$ cat src/rtl/operand_fetch_pkg.sv
// operand_fetch_pkg: register file widths, address/data types and the operand bundle.
package regfile_pkg;
   localparam int DATA_WIDTH = 8;
   localparam int REG_COUNT = 4;
   localparam int ADDR_WIDTH = $clog2(REG_COUNT);
   typedef logic [ADDR_WIDTH-1:0] reg_addr_t;
   typedef logic [DATA_WIDTH-1:0] data_t;
   typedef struct packed {
      data_t a;
      data_t b;
      reg_addr_t dest;
      logic writes_dest;
   } operand_bundle_t;
endpackage

$ cat src/rtl/operand_fetch_if.sv
// operand_fetch_if: issue, register-file read, writeback and execute-side signals.
interface operand_fetch_if;
   import regfile_pkg::*;
   logic issue_valid, issue_ready, issue_writes_dest;
   reg_addr_t issue_a_addr, issue_b_addr, issue_dest_addr;
   reg_addr_t rf_a_addr, rf_b_addr;
   data_t rf_a_data, rf_b_data;
   logic wb_valid;
   reg_addr_t wb_addr;
   data_t wb_data;
   logic op_valid, op_ready, op_writes_dest;
   data_t op_a, op_b;
   reg_addr_t op_dest_addr;
   modport master (
      output issue_valid, issue_a_addr, issue_b_addr, issue_dest_addr, issue_writes_dest,
      output rf_a_data, rf_b_data, wb_valid, wb_addr, wb_data, op_ready,
      input issue_ready, rf_a_addr, rf_b_addr, op_valid, op_a, op_b, op_dest_addr, op_writes_dest
   );
   modport slave (
      input issue_valid, issue_a_addr, issue_b_addr, issue_dest_addr, issue_writes_dest,
      input rf_a_data, rf_b_data, wb_valid, wb_addr, wb_data, op_ready,
      output issue_ready, rf_a_addr, rf_b_addr, op_valid, op_a, op_b, op_dest_addr, op_writes_dest
   );
endinterface

$ cat src/rtl/operand_fetch_scoreboard.sv
// operand_fetch_scoreboard: per-register busy bits; availability includes this cycle's writeback.
module operand_fetch_scoreboard
   import regfile_pkg::*;
(
   input  logic clk,
   input  logic reset,
   input  logic set_en,
   input  reg_addr_t set_addr,
   input  logic clr_en,
   input  reg_addr_t clr_addr,
   input  reg_addr_t a_addr,
   input  reg_addr_t b_addr,
   input  reg_addr_t d_addr,
   output logic a_avail,
   output logic b_avail,
   output logic d_avail
);
   logic [REG_COUNT-1:0] busy, busy_next;
   always_comb begin
      busy_next = busy;
      if (clr_en) busy_next[clr_addr] = 1'b0;
      // a new writer issued alongside the old writer's writeback stays pending
      if (set_en) busy_next[set_addr] = 1'b1;
   end
   always_ff @(posedge clk)
      busy <= reset ? '0 : busy_next;
   assign a_avail = !busy[a_addr] || (clr_en && clr_addr == a_addr);
   assign b_avail = !busy[b_addr] || (clr_en && clr_addr == b_addr);
   assign d_avail = !busy[d_addr] || (clr_en && clr_addr == d_addr);
endmodule

$ cat src/rtl/operand_fetch.sv
// operand_fetch: hazard-checked operand read with writeback bypass and a one-entry output register.
module operand_fetch
   import regfile_pkg::*;
(
   input  logic clk,
   input  logic reset,
   operand_fetch_if.slave bus,
   output logic [7:0] stall_count
);
   logic a_avail, b_avail, d_avail, hazard, accept, valid_q;
   operand_bundle_t op_q;
   operand_fetch_scoreboard u_sb (
      .clk(clk),
      .reset(reset),
      .set_en(accept && bus.issue_writes_dest),
      .set_addr(bus.issue_dest_addr),
      .clr_en(bus.wb_valid),
      .clr_addr(bus.wb_addr),
      .a_addr(bus.issue_a_addr),
      .b_addr(bus.issue_b_addr),
      .d_addr(bus.issue_dest_addr),
      .a_avail(a_avail),
      .b_avail(b_avail),
      .d_avail(d_avail)
   );
   assign bus.rf_a_addr = bus.issue_a_addr;
   assign bus.rf_b_addr = bus.issue_b_addr;
   assign hazard = !a_avail || !b_avail || (bus.issue_writes_dest && !d_avail);
   assign bus.issue_ready = (!valid_q || bus.op_ready) && !hazard;
   assign accept = bus.issue_valid && bus.issue_ready;
   assign bus.op_valid = valid_q;
   assign bus.op_a = op_q.a;
   assign bus.op_b = op_q.b;
   assign bus.op_dest_addr = op_q.dest;
   assign bus.op_writes_dest = op_q.writes_dest;
   // the file only updates at the edge, so a same-cycle writeback must be forwarded
   always_ff @(posedge clk) begin
      if (reset) begin
         valid_q <= 1'b0;
         op_q <= '0;
         stall_count <= '0;
      end else begin
         if (accept) begin
            valid_q <= 1'b1;
            op_q.a <= (bus.wb_valid && bus.wb_addr == bus.issue_a_addr) ? bus.wb_data : bus.rf_a_data;
            op_q.b <= (bus.wb_valid && bus.wb_addr == bus.issue_b_addr) ? bus.wb_data : bus.rf_b_data;
            op_q.dest <= bus.issue_dest_addr;
            op_q.writes_dest <= bus.issue_writes_dest;
         end else if (bus.op_ready) begin
            valid_q <= 1'b0;
         end
         if (bus.issue_valid && hazard && stall_count != 8'hff) stall_count <= stall_count + 8'd1;
      end
   end
endmodule
$ cat src/flat_wrapper.sv
// flat-port wrapper written by rule: the top's interface ports become plain ports
module operand_fetch_flat import regfile_pkg::*;
  (clk, reset, stall_count, bus_issue_valid, bus_issue_a_addr, bus_issue_b_addr, bus_issue_dest_addr, bus_issue_writes_dest, bus_rf_a_data, bus_rf_b_data, bus_wb_valid, bus_wb_addr, bus_wb_data, bus_op_ready, bus_issue_ready, bus_rf_a_addr, bus_rf_b_addr, bus_op_valid, bus_op_a, bus_op_b, bus_op_dest_addr, bus_op_writes_dest);
  operand_fetch_if bus_i ();
  input  logic clk;
  input  logic reset;
  output logic [7:0] stall_count;
  input wire logic [$bits(bus_i.issue_valid)-1:0] bus_issue_valid;
  input wire logic [$bits(bus_i.issue_a_addr)-1:0] bus_issue_a_addr;
  input wire logic [$bits(bus_i.issue_b_addr)-1:0] bus_issue_b_addr;
  input wire logic [$bits(bus_i.issue_dest_addr)-1:0] bus_issue_dest_addr;
  input wire logic [$bits(bus_i.issue_writes_dest)-1:0] bus_issue_writes_dest;
  input wire logic [$bits(bus_i.rf_a_data)-1:0] bus_rf_a_data;
  input wire logic [$bits(bus_i.rf_b_data)-1:0] bus_rf_b_data;
  input wire logic [$bits(bus_i.wb_valid)-1:0] bus_wb_valid;
  input wire logic [$bits(bus_i.wb_addr)-1:0] bus_wb_addr;
  input wire logic [$bits(bus_i.wb_data)-1:0] bus_wb_data;
  input wire logic [$bits(bus_i.op_ready)-1:0] bus_op_ready;
  output wire logic [$bits(bus_i.issue_ready)-1:0] bus_issue_ready;
  output wire logic [$bits(bus_i.rf_a_addr)-1:0] bus_rf_a_addr;
  output wire logic [$bits(bus_i.rf_b_addr)-1:0] bus_rf_b_addr;
  output wire logic [$bits(bus_i.op_valid)-1:0] bus_op_valid;
  output wire logic [$bits(bus_i.op_a)-1:0] bus_op_a;
  output wire logic [$bits(bus_i.op_b)-1:0] bus_op_b;
  output wire logic [$bits(bus_i.op_dest_addr)-1:0] bus_op_dest_addr;
  output wire logic [$bits(bus_i.op_writes_dest)-1:0] bus_op_writes_dest;
  assign bus_i.issue_valid = bus_issue_valid;
  assign bus_i.issue_a_addr = bus_issue_a_addr;
  assign bus_i.issue_b_addr = bus_issue_b_addr;
  assign bus_i.issue_dest_addr = bus_issue_dest_addr;
  assign bus_i.issue_writes_dest = bus_issue_writes_dest;
  assign bus_i.rf_a_data = bus_rf_a_data;
  assign bus_i.rf_b_data = bus_rf_b_data;
  assign bus_i.wb_valid = bus_wb_valid;
  assign bus_i.wb_addr = bus_wb_addr;
  assign bus_i.wb_data = bus_wb_data;
  assign bus_i.op_ready = bus_op_ready;
  assign bus_issue_ready = bus_i.issue_ready;
  assign bus_rf_a_addr = bus_i.rf_a_addr;
  assign bus_rf_b_addr = bus_i.rf_b_addr;
  assign bus_op_valid = bus_i.op_valid;
  assign bus_op_a = bus_i.op_a;
  assign bus_op_b = bus_i.op_b;
  assign bus_op_dest_addr = bus_i.op_dest_addr;
  assign bus_op_writes_dest = bus_i.op_writes_dest;
  operand_fetch u_core (.clk(clk), .reset(reset), .bus(bus_i), .stall_count(stall_count));
endmodule
$ cat config.mk
export PLATFORM = sky130hd
export DESIGN_NAME = operand_fetch_flat
export DESIGN_NICKNAME = d
export VERILOG_FILES = /design/src/rtl/operand_fetch_pkg.sv /design/src/rtl/operand_fetch_if.sv /design/src/rtl/operand_fetch_scoreboard.sv /design/src/rtl/operand_fetch.sv /design/src/flat_wrapper.sv
export SDC_FILE = /design/constraint.sdc
export NUM_CORES = 1
export LEC_CHECK = 0
export BUFFER_PORTS_ARGS = -buffer_cell sky130_fd_sc_hd__buf_2
export CAP_MARGIN = 20
export CORE_MARGIN = 2
export CORE_UTILIZATION = 46
export CTS_BUF_LIST = sky130_fd_sc_hd__clkbuf_4
export DETAILED_ROUTE_END_ITERATION = 8
export PLACE_DENSITY_LB_ADDON = 0.08
export SYNTH_ARGS = -nofsm -noshare
export SYNTH_HDL_FRONTEND = slang
export SYNTH_SLANG_ARGS = --single-unit
$ cat constraint.sdc
create_clock -name clk -period 2.1 [get_ports clk]
set_input_delay 0.42 -clock clk [delete_from_list [all_inputs] [get_ports clk]]
set_output_delay 0.42 -clock clk [all_outputs]
set_load 0.1 [all_outputs]
==> flow_summary_export.csv <==
group,metric,value,unit
routing,dr.pass1.iters,3,
sta,tightest_slew,0.5064,ns
grt,grt-busiest-layer,"met2",
cts,h-tree-depth,2,
sta,slew_headroom,0.6624,
worst_setup_path,cp-end-kind,"output port",
cts,numCtsBuffers,5,
synth,ys_top_cells_by_area,"dfxtp_1 36%, mux2i_1 11%, a211oi_2 9.2%",
routing,wl_per_cell,13.85,µm
grt,grt_pass1_vias,1511,
cts,insertion_delay,0.33,ns
grt,overflow,0,
power,internal-power,0.9300,mW
worst_setup_path,crit_path_start_kind,"flop",
run_status,violations,"setup timing",
routing,via_count,1527,
die,core,3689,µm²
layout,nets,288,
routing,drt_iter0_drc,49,
routing,drc,0,
grt,grt_max_degree,33,
power,p_sw,0.7179,mW
synth,syn_inst,177,
power,seq_power_share,0.409,
grt,met3_usage,0.04429,
grt,grtUsageMet1,0.2102,
sta,hold_viol,0,
sta,timing.final.ws_setup,-0.05638,ns
cts,cts_tree,"built",
synth,ys.flop_type,"dfxtp_1",
cts,path_clk_slew,0.10,ns
layout,syn2layout_area_growth,26.47,%
cts,ctsRootBufferMaster,"clkbuf_4",
worst_setup_path,worstPathCellList,"mux4_2 > o311ai_4 > and4_4 > buf_12",
die,ios,71,
die,die_w,66.00,µm
worst_setup_path,required,1.68,ns
run,cap_viol_max_count,0,
cts,cts.sinks,32,
worst_setup_path,path_class,"reg -> out",
synth,synth_top_area_frac,0.3623,
grt,met2_usage,0.3674,
placed_design,placed_area,2153,µm²
grt,grt_usage,0.1978,
worst_setup_path,reg2reg_depth,7,
grt,grt_pass1_wl,6499,µm
sta,finClkSkew,0.01088,ns
synth,yosys.area.top_type,"dfxtp_1",
die,dieHeight,66.00,µm
synth,synth_most_common_cell,"dfxtp_1",
layout,fin_cells,297,
run_status,status,"finished with violations",
synth,seq_area_frac_synth,0.3623,
die,rows,22,
synth,synth_area,1768,µm²
power,switching_share,0.4356,
layout,drive_above_1_share,0.4940,
synth,syn_avg_cell_area,9.988,µm²
worst_setup_path,cp_max_fo,4,
power,vdd_drop_max,0.3959,mV
grt,antenna_found_initial,0,
sta,final-max-slew-violation-count,0,
placed_design,place_congestion,0.7850,
synth,yosys_warnings,0,
power,p_clk_frac,0.190,
hold_path,min_path_cells,3,
hold_path,hp-class,"in -> reg",
die,initial_core_util,0.4793,
placed_design,dp_cells,288,
layout,postLayoutCellArea,2236,µm²
synth,netlist_top_cells_count,"32 x dfxtp_1, 20 x nor2_1, 19 x mux2i_1, 13 x a211oi_2, 10 x o21ai_0",
routing,antenna_left,0,
sta,fmax,0.4637,GHz
power,power,1.648,mW
sta,rsz0062_at_grt,"yes",
die,die_area,4355,µm²
power,power.share.combinational,0.401,
power,power.leakage,1.065,nW
cts,cts_buffer_depth,2,
sta,setup_viol,1,
worst_setup_path,arrival,1.74,ns
worst_setup_path,path_buf_inv,1,
routing,wl,4114,µm
worst_setup_path,cp_num_cells,4,
sta,post-route-period-util,1.027,
power,power_density,737.1,nW/µm²
placed_design,hpwlAfterDp,3128,µm
placed_design,io_buffers,70,
synth,synth_seq_cells,32,
worst_setup_path,cpLargestDelayFamily,"multiplexers",
synth,synth-edff-count,0,
synth,synth_cell_types,41,
routing,avgViaCountPerCell,5.141,
layout,diodes,0,
worst_setup_path,cpPeakStageDelay,0.51,ns
worst_setup_path,cp_slowest_cell,"mux4_2",
synth,syn_nets,216,
synth,async_reset_ff_frac,0,
sta,post-route-min-period,2.156,ns
sta,hold_ws,0.3794,ns
cell usage in the layout (no fill, tap or decap), drive strengths merged, types with 2 or more instances in the layout:
| cell | instances |
|---|---|
| nor2 | 23 |
| inv | 2 |
| nand3 | 5 |
| o311ai | 2 |
| nand4 | 3 |
| a21oi | 5 |
| o21ai | 10 |
| nor2b | 4 |
| a31o | 2 |
| mux2i | 19 |
| nand2b | 4 |
| mux2 | 2 |
| clkbuf | 5 |
| or3 | 5 |
| mux4 | 3 |
| xor2 | 6 |
| o31ai | 3 |
| a211oi | 16 |
| nand2 | 5 |
| clkinv | 2 |
| dfxtp | 32 |
| buf | 81 |
metrics by stage:
stage                     setup slack, ns   TNS, ns  utilization
after floorplan                  0.007161         0            -
after global placement           -0.06167  -0.07155       0.5838
after detailed placement          -0.1592    -2.695       0.5838
after CTS                        -0.08545  -0.08545       0.6035
after global routing              -0.1050   -0.1050       0.6062
final                            -0.05638  -0.05638       0.6062
repair_timing:
item,in CTS,in global routing
pin swaps,2,1
gates resized for setup,4,3
hold buffers,0,0
setup buffers,1,1
setup endpoints to repair,1,2
endpoints found under the hold margin,0,0
logic make-up after synthesis:
family | share of synthesized area
muxes | 0.1585
buffers and inverters | 0.07785
AOI/OAI and AO/OA | 0.1932
and+or+nand+nor | 0.1663
adders and majority gates | 0.007076
xor gates and xnor gates | 0.03468
DFF | 0.3623
metal layers:
layer | up-vias | share of wire
met2 | 44 | 0.51
li1 | 781 | -
met1 | 694 | 0.42
met4 | 0 | 0.016
met5 | - | 0
met3 | 8 | 0.054
area by class of cell:
class	instances	area, µm²
clock inverters	2	7.507
inverters	2	7.507
repair buffers	81	460.4
flip-flops and latches	32	651.9
multi-input cells	127	1011
fillers	335	1453
clock buffers	5	37.54
well taps	48	60.06
state kept, by name (all words and copies together) (netlist names):
| name | cells |
|---|---|
| u_core.bus.op_a | 8 |
| u_core.bus.op_b | 8 |
| u_core.bus.op_dest_addr | 2 |
| u_core.bus.op_valid | 1 |
| u_core.bus.op_writes_dest | 1 |
| u_core.stall_count | 8 |
| u_core.u_sb.busy | 4 |
power by group through the flow:
stage	clock (mW)	sequential [mW]	combinational (mW)
detailed placement	0	0.688	0.656
finish	0.313	0.674	0.661
global route	0.350	0.679	0.694
CTS	0.329	0.674	0.663
floorplan	0	0.971	0.254
global placement	0	0.684	0.646
tightest hold or removal path: cells and delay by family:
family / cells / cell delay (ns)
buffers and inverters: 1 / 0.12
AND/OR/NAND/NOR: 1 / 0.07
AO/OA/AOI/OAI: 1 / 0.06
worst paths after layout:
path                                           startpoint                   endpoint  slack (ns)
worst min-delay path                      bus_issue_valid        u_core.bus.op_valid        0.38
worst max register to register        u_core.u_sb.busy[3]         u_core.bus.op_a[0]        0.13
worst min register to register  u_core.bus.op_writes_dest  u_core.bus.op_writes_dest        0.51
worst max-delay path                  u_core.u_sb.busy[3]            bus_issue_ready       -0.06
(Power assumes the default switching activity.)
